### src/rtl/gt_2b_pkg.sv
// Shared types for the 2-bit unsigned magnitude comparator.
package gt2b_pkg;
  localparam int GT2B_W = 2;

  typedef logic [GT2B_W-1:0] gt2b_opnd_t;

  typedef struct packed {
    logic gt;
    logic eq;
    logic lt;
  } gt2b_res_t;
endpackage

### src/rtl/gt_2b_if.sv
// Operand/result bundle for gt_2b; master drives operands, slave is the comparator.
interface gt_2b_if;
  import gt2b_pkg::*;

  gt2b_opnd_t a;
  gt2b_opnd_t b;
  logic       in_valid;
  logic       gt;
  logic       gt_q;
  logic       eq_q;
  logic       lt_q;
  logic       out_valid;

  modport master (output a, b, in_valid, input gt, gt_q, eq_q, lt_q, out_valid);
  modport slave  (input a, b, in_valid, output gt, gt_q, eq_q, lt_q, out_valid);
endinterface

### src/rtl/gt_2b_bit_slice.sv
// One bit of a MSB-first magnitude compare; the lower-order result ripples in.
module gt_bit_slice (
  input  logic a_i,
  input  logic b_i,
  input  logic gt_i,
  input  logic eq_i,
  output logic gt_o,
  output logic eq_o
);
  logic bit_eq;

  assign bit_eq = a_i ~^ b_i;
  // A decisive difference at this bit overrides whatever the lower bits said.
  assign gt_o   = (a_i & ~b_i) | (bit_eq & gt_i);
  assign eq_o   = bit_eq & eq_i;
endmodule

### src/rtl/gt_2b.sv
// 2-bit unsigned comparator: combinational gt plus registered gt/eq/lt.
// Optional saturating gt event counter enabled by GT2B_STATS_EN.
module gt_2b
  import gt2b_pkg::*;
#(
  parameter int CNT_W = 16
) (
  input  logic             clk,
  input  logic             rst_n,
  gt_2b_if.slave           bus
`ifdef GT2B_STATS_EN
  ,
  output logic [CNT_W-1:0] gt_count
`endif
);
  logic [GT2B_W:0] gt_c;
  logic [GT2B_W:0] eq_c;
  gt2b_res_t       res;
  gt2b_res_t       res_d, res_q;
  logic            vld_q;

  // LSB slice starts from "equal so far"; each higher slice refines the verdict.
  assign gt_c[0] = 1'b0;
  assign eq_c[0] = 1'b1;

  for (genvar i = 0; i < GT2B_W; i++) begin : g_slice
    gt_bit_slice u_slice (
      .a_i  (bus.a[i]),
      .b_i  (bus.b[i]),
      .gt_i (gt_c[i]),
      .eq_i (eq_c[i]),
      .gt_o (gt_c[i+1]),
      .eq_o (eq_c[i+1])
    );
  end

  always_comb begin
    res.gt = gt_c[GT2B_W];
    res.eq = eq_c[GT2B_W];
    res.lt = ~res.gt & ~res.eq;
  end

  always_comb begin
    res_d = res_q;
    if (bus.in_valid) res_d = res;
  end

  always_ff @(posedge clk) begin
    if (!rst_n) begin
      res_q <= '0;
      vld_q <= 1'b0;
    end else begin
      res_q <= res_d;
      vld_q <= bus.in_valid;
    end
  end

  assign bus.gt        = res.gt;
  assign bus.gt_q      = res_q.gt;
  assign bus.eq_q      = res_q.eq;
  assign bus.lt_q      = res_q.lt;
  assign bus.out_valid = vld_q;

`ifdef GT2B_STATS_EN
  logic [CNT_W-1:0] cnt_d, cnt_q;

  // Saturate rather than wrap so a long run never reads as a small count.
  always_comb begin
    cnt_d = cnt_q;
    if (bus.in_valid && res.gt && (cnt_q != '1)) cnt_d = cnt_q + CNT_W'(1);
  end

  always_ff @(posedge clk) begin
    if (!rst_n) cnt_q <= '0;
    else        cnt_q <= cnt_d;
  end

  assign gt_count = cnt_q;
`endif
endmodule

### src/flat_wrapper.sv
// flat-port wrapper written by rule: the top's interface ports become plain ports
module gt_2b_flat import gt2b_pkg::*;
#(
  parameter int CNT_W = 16
)
  (clk, rst_n, bus_a, bus_b, bus_in_valid, bus_gt, bus_gt_q, bus_eq_q, bus_lt_q, bus_out_valid);
  gt_2b_if bus_i ();
  input  logic clk;
  input  logic rst_n;
  input wire logic [$bits(bus_i.a)-1:0] bus_a;
  input wire logic [$bits(bus_i.b)-1:0] bus_b;
  input wire logic [$bits(bus_i.in_valid)-1:0] bus_in_valid;
  output wire logic [$bits(bus_i.gt)-1:0] bus_gt;
  output wire logic [$bits(bus_i.gt_q)-1:0] bus_gt_q;
  output wire logic [$bits(bus_i.eq_q)-1:0] bus_eq_q;
  output wire logic [$bits(bus_i.lt_q)-1:0] bus_lt_q;
  output wire logic [$bits(bus_i.out_valid)-1:0] bus_out_valid;
  assign bus_i.a = bus_a;
  assign bus_i.b = bus_b;
  assign bus_i.in_valid = bus_in_valid;
  assign bus_gt = bus_i.gt;
  assign bus_gt_q = bus_i.gt_q;
  assign bus_eq_q = bus_i.eq_q;
  assign bus_lt_q = bus_i.lt_q;
  assign bus_out_valid = bus_i.out_valid;
  gt_2b #(.CNT_W(CNT_W)) u_core (.clk(clk), .rst_n(rst_n), .bus(bus_i));
endmodule
### config.mk
export PLATFORM = sky130hd
export DESIGN_NAME = gt_2b_flat
export DESIGN_NICKNAME = d
export VERILOG_FILES = /design/src/rtl/gt_2b_pkg.sv /design/src/rtl/gt_2b_if.sv /design/src/rtl/gt_2b_bit_slice.sv /design/src/rtl/gt_2b.sv /design/src/flat_wrapper.sv
export SDC_FILE = /design/constraint.sdc
export NUM_CORES = 1
export LEC_CHECK = 0
export ABC_CLOCK_PERIOD_IN_PS = 1250
export CAP_MARGIN = 20
export CORE_AREA = 2 2 39 41
export DETAILED_ROUTE_END_ITERATION = 8
export DIE_AREA = 0 0 41 43
export SLEW_MARGIN = 20
export SYNTH_ARGS = -nofsm -noshare
export SYNTH_HDL_FRONTEND = slang
export SYNTH_SLANG_ARGS = --single-unit
### constraint.sdc
create_clock -name clk -period 1.25 [get_ports clk]
set_input_delay 0.25 -clock clk [delete_from_list [all_inputs] [get_ports clk]]
set_output_delay 0.25 -clock clk [all_outputs]
set_load 0.005 [all_outputs]
# [Word level (Yosys, flattened, before mapping)]
# Index checks and enable logic that the tools add are counted.
[word_totals] register_bits=4 n_memories=0 out_inout_bits=5 latchBits=0 rom_bits=0 mem_bits_rw=0 elab_cells=16 in_bits=7
[op_classes] div_mod_pow=0 n_mux=0 n_reduce_logical=0 n_eq_ne=0 n_shift=0 order_cmp=0 mul=0 bitwise_logic=12 add_sub_neg=0
[ops] operator="$and 1x1->1" n=5
[ops] operator="$not 1->1" n=4
[ops] operator="$xnor 1x1->1" n=2
[ops] operator="$or 1x1->1" n=1

# [Longest topological paths before layout]
[logic_depth] ltp_word=6 ltp_mapped=4 ltp_nobuf=4

# [By module]
# From an unflattened synthesis, not the netlist that was laid out.
[hier_totals] cells_unflattened=22 hier_area_um2=214.0
[modules_own_cells] module="gt_2b" n_inst=1 area_each_um2=153.9 seq_area_each_um2=80.1 cells_per_inst=14
[modules_own_cells] module="gt_bit_slice" n_inst=2 area_each_um2=30.0 seq_area_each_um2=0.0 cells_per_inst=4

# [Least setup slack after synthesis]
# No wires, ideal clock.
[synth_path] kind="input-to-output" startpoint="in bus_b[1]" endpoint="out bus_gt" path_buffers=0 path_slack_ns=0.146 path_stages=4 required_time_ns=1.000 arrival_ns=0.854 path_cell_list="inv_1 -> ha_1 -> a21oi_1 -> inv_1"
[synth_between] elab_chain_cells=3 elab_cells_between_ends=5 cone_classes="bitwise: 5"
[synth_rtl] item="from (decl)" line_no="flat_wrapper.sv:11" source="input wire logic [$bits(bus_i.b)-1:0] bus_b;"
[synth_rtl] item="$xnor 1x1->1 or $not 1->1 (tied branches)" line_no="gt_2b_bit_slice.sv:12, gt_2b_bit_slice.sv:14"
[synth_rtl] item="$and 1x1->1" line_no="gt_2b_bit_slice.sv:14" source="assign gt_o = (a_i & ~b_i) | (bit_eq & gt_i);"
[synth_rtl] item="$or 1x1->1 *" line_no="gt_2b_bit_slice.sv:14"
[synth_rtl] item="to (decl)" line_no="flat_wrapper.sv:13" source="output wire logic [$bits(bus_i.gt)-1:0] bus_gt;"
# Mark *: on every way between the ends. The rest lies on a longest branch, timed or not.

# [Final worst setup path]
[layout_path] startpoint="in bus_a[0]" endpoint="out bus_gt"
[layout_between] elab_chain_cells=3
[layout_rtl] item="from (decl)" line_no="flat_wrapper.sv:10" source="input wire logic [$bits(bus_i.a)-1:0] bus_a;"
[layout_rtl] item="$and 1x1->1 (2 in a row)" line_no="gt_2b_bit_slice.sv:14"
[layout_rtl] item="$or 1x1->1" line_no="gt_2b_bit_slice.sv:14"
# Every way passes these cells.

==> results.toml <==
[routing]
wl_um = 432
ant_nets = 0
first_pass_iters = 2
vias = 198
drc_errors = 0
wl_per_cell_um = 8.00
first_iter_violations = 2
vias_per_cell = 3.67

[finish]
fin_nets = 49
diodes = 0
layoutNonFillerInstCount = 54
area_delta_synth_final_pct = 109
drive_gt1_frac = 0.395
nFillCells = 157
fin_util = 0.269

[logic_synthesis]
yosysTopAreaCell = "dfxtp_1"
synth.most_common_cell = "dfxtp_1"
ys_seq_area_frac = 0.451
synth_top_area_frac = 0.451
async_reset_ff_frac = 0
yosysUniqueCellTypes = 12
ys_seq_elements = 4
synthTopCellsByCount = "dfxtp_1, inv_1, a21oi_1, ha_1"
syn_area_per_cell_um2 = 9.35
synth-edff-count = 0
synth_cells = 19
synth_flop_cell = "dfxtp_1"
netlist_area_um2 = 178
synth_nets = 28
synth.area.top_cells = "dfxtp_1, ha_1, inv_1"
yosysWarnings = 0

[sta]
tightest_slew_ns = 0.141
setup_viol = 0
hold_slack_ns = 0.463
finalHoldViolations = 0
finalCriticalPeriod_ns = 1.20
post-route-period-util = 0.959
layout_setup_ws_ns = 0.0513
max_freq_ghz = 0.834
rsz0062_at_grt = "no"
max-slew-margin-rel = 0.905
finClkSkew_ns = 0
fin_tns_setup_ns = 0
finalMaxSlewViolations = 0

[global_routing]
antenna_found_initial = 0
grt_first_pass_wirelength_um = 683
grt_pass1_vias = 206
overflow = 0
track_usage = 0.0622
grt_max_degree = 5

[placement]
dp_hpwl_um = 353
placed_cells = 50
portBuffers = 11
place.gp.congestion = 0.655
dp_slack_ns = -0.751

[critical_path]
startpoint_type = "input pin"
critPathCaptureType = "primary output"
cp_max_fo = 2
r2r_slack_ns = 0.50
r2r-start = "u_core.bus.lt_q"
cp-endpoint = "bus_gt"
crit_start = "bus_a[0]"
worstPathArrival_ns = 0.95
r2r_end = "u_core.bus.lt_q"
reg2regPathDepth = 2
worst-setup-path-type = "input pin to primary output"
crit_required_ns = 1.00

[cts]
cts_tree = "built"
htreeDepth = 1
cts-root-to-sink-buffers = 2
insertion_delay_ns = 0.23
cts.sinks = 4
cts_inserted_buffers = 3
path_clk_slew_ns = 0.04
cts-root-buf = "clkbuf_4"

[job]
max-cap-violations = 0

[power]
power_leakage_uw = 0.000185
irDropWorstVdd_v = 0.000203
p_per_area_mw_per_mm2 = 1040

[die]
io_pins = 12
die-height_um = 43
dieArea_mm2 = 0.00176
die_w_um = 41
row_count = 14
core_mm2 = 0.00138
start_util = 0.128

[worst_hold_path]
min_path_type = "register to register"

[run_status]
outcome = "complete, no violations"
-- how the worst min path moves through the flow --
stage	to	cells past startpoint	startpoint	slack, ns
finish	u_core.bus.eq_q	2	u_core.bus.eq_q	0.46
global route	u_core.bus.eq_q	2	u_core.bus.eq_q	0.50
CTS	u_core.bus.eq_q	2	u_core.bus.eq_q	0.47
detailed placement	u_core.bus.eq_q	2	u_core.bus.eq_q	0.47
global placement	u_core.bus.eq_q	2	u_core.bus.eq_q	0.46
floorplan	u_core.bus.gt_q	1	bus_in_valid	0.34
-- layout by cell type, fill, tap and decap left out, drive strengths merged --
cell	n
inv	3
and2b	1
a21oi	2
dlygate4sd2	6
nand2b	1
clkdlybuf4s50	2
and2	1
a21boi	1
o21ai	1
a32o	1
nand2	1
ha	2
dfxtp	4
clkbuf	5
buf	6
nand3	1
-- logic make-up after synthesis --
| kind of cell | count (synthesis) | synth area share |
|---|---|---|
| AOI/OAI and AO/OA | 5 | 0.183 |
| adders and majority gates | 2 | 0.141 |
| buffers and inverters | 3 | 0.0634 |
| DFF | 4 | 0.451 |
| and+or+nand+nor | 5 | 0.162 |
-- repair_timing --
item,CTS,global route
hold buffers,0,0
gates resized for setup,16,5
pin swaps,2,2
buffers inserted,1,0
endpoints found under the setup margin,7,1
-- report_power, final --
group / switching, µW / total, µW / leakage [µW] / internal (µW)
logic: 32.9 / 88.5 / 0.000138 / 55.6
registers: 3.09 / 140 / 0.0000330 / 137
clock network: 49.9 / 157 / 0.0000138 / 107
total: 85.9 / 386 / 0.000185 / 300
-- area by class of cell --
class	count	area [µm²]	share of cell area
Inverter	3	11.3	0.0303
Tap cell	16	20.0	0.0539
Multi-Input combinational cell	12	113	0.303
Clock buffer	3	22.5	0.0606
Sequential cell	4	80.1	0.215
Timing Repair Buffer	16	125	0.337
-- metrics by stage --
| step | cell area, µm² | power [µW] |
|---|---|---|
| after global placement | 338 | 226 |
| final | 372 | 386 |
| after floorplan | 178 | 167 |
| after CTS | 372 | 390 |
| after detailed placement | 338 | 228 |
| after global routing | 372 | 414 |
-- sequential cells by signal (all words and copies together) (netlist names) --
register,flops
u_core.bus.gt_q,1
u_core.bus.out_valid,1
u_core.bus.lt_q,1
u_core.bus.eq_q,1
-- worst max-delay path, cell delays in order --
cell	delay, ns
dlygate4sd2_1	0.23
ha_2	0.19
a21oi_4	0.12
inv_1	0.04
buf_2	0.12
-- per-layer routing --
layer	wire, µm	track usage
met1	158	0.0545
met2	258	0.0938
met3	14	0.0157
met4	0	0.0800
met5	0	0
Power figures use the tool's default switching activity.
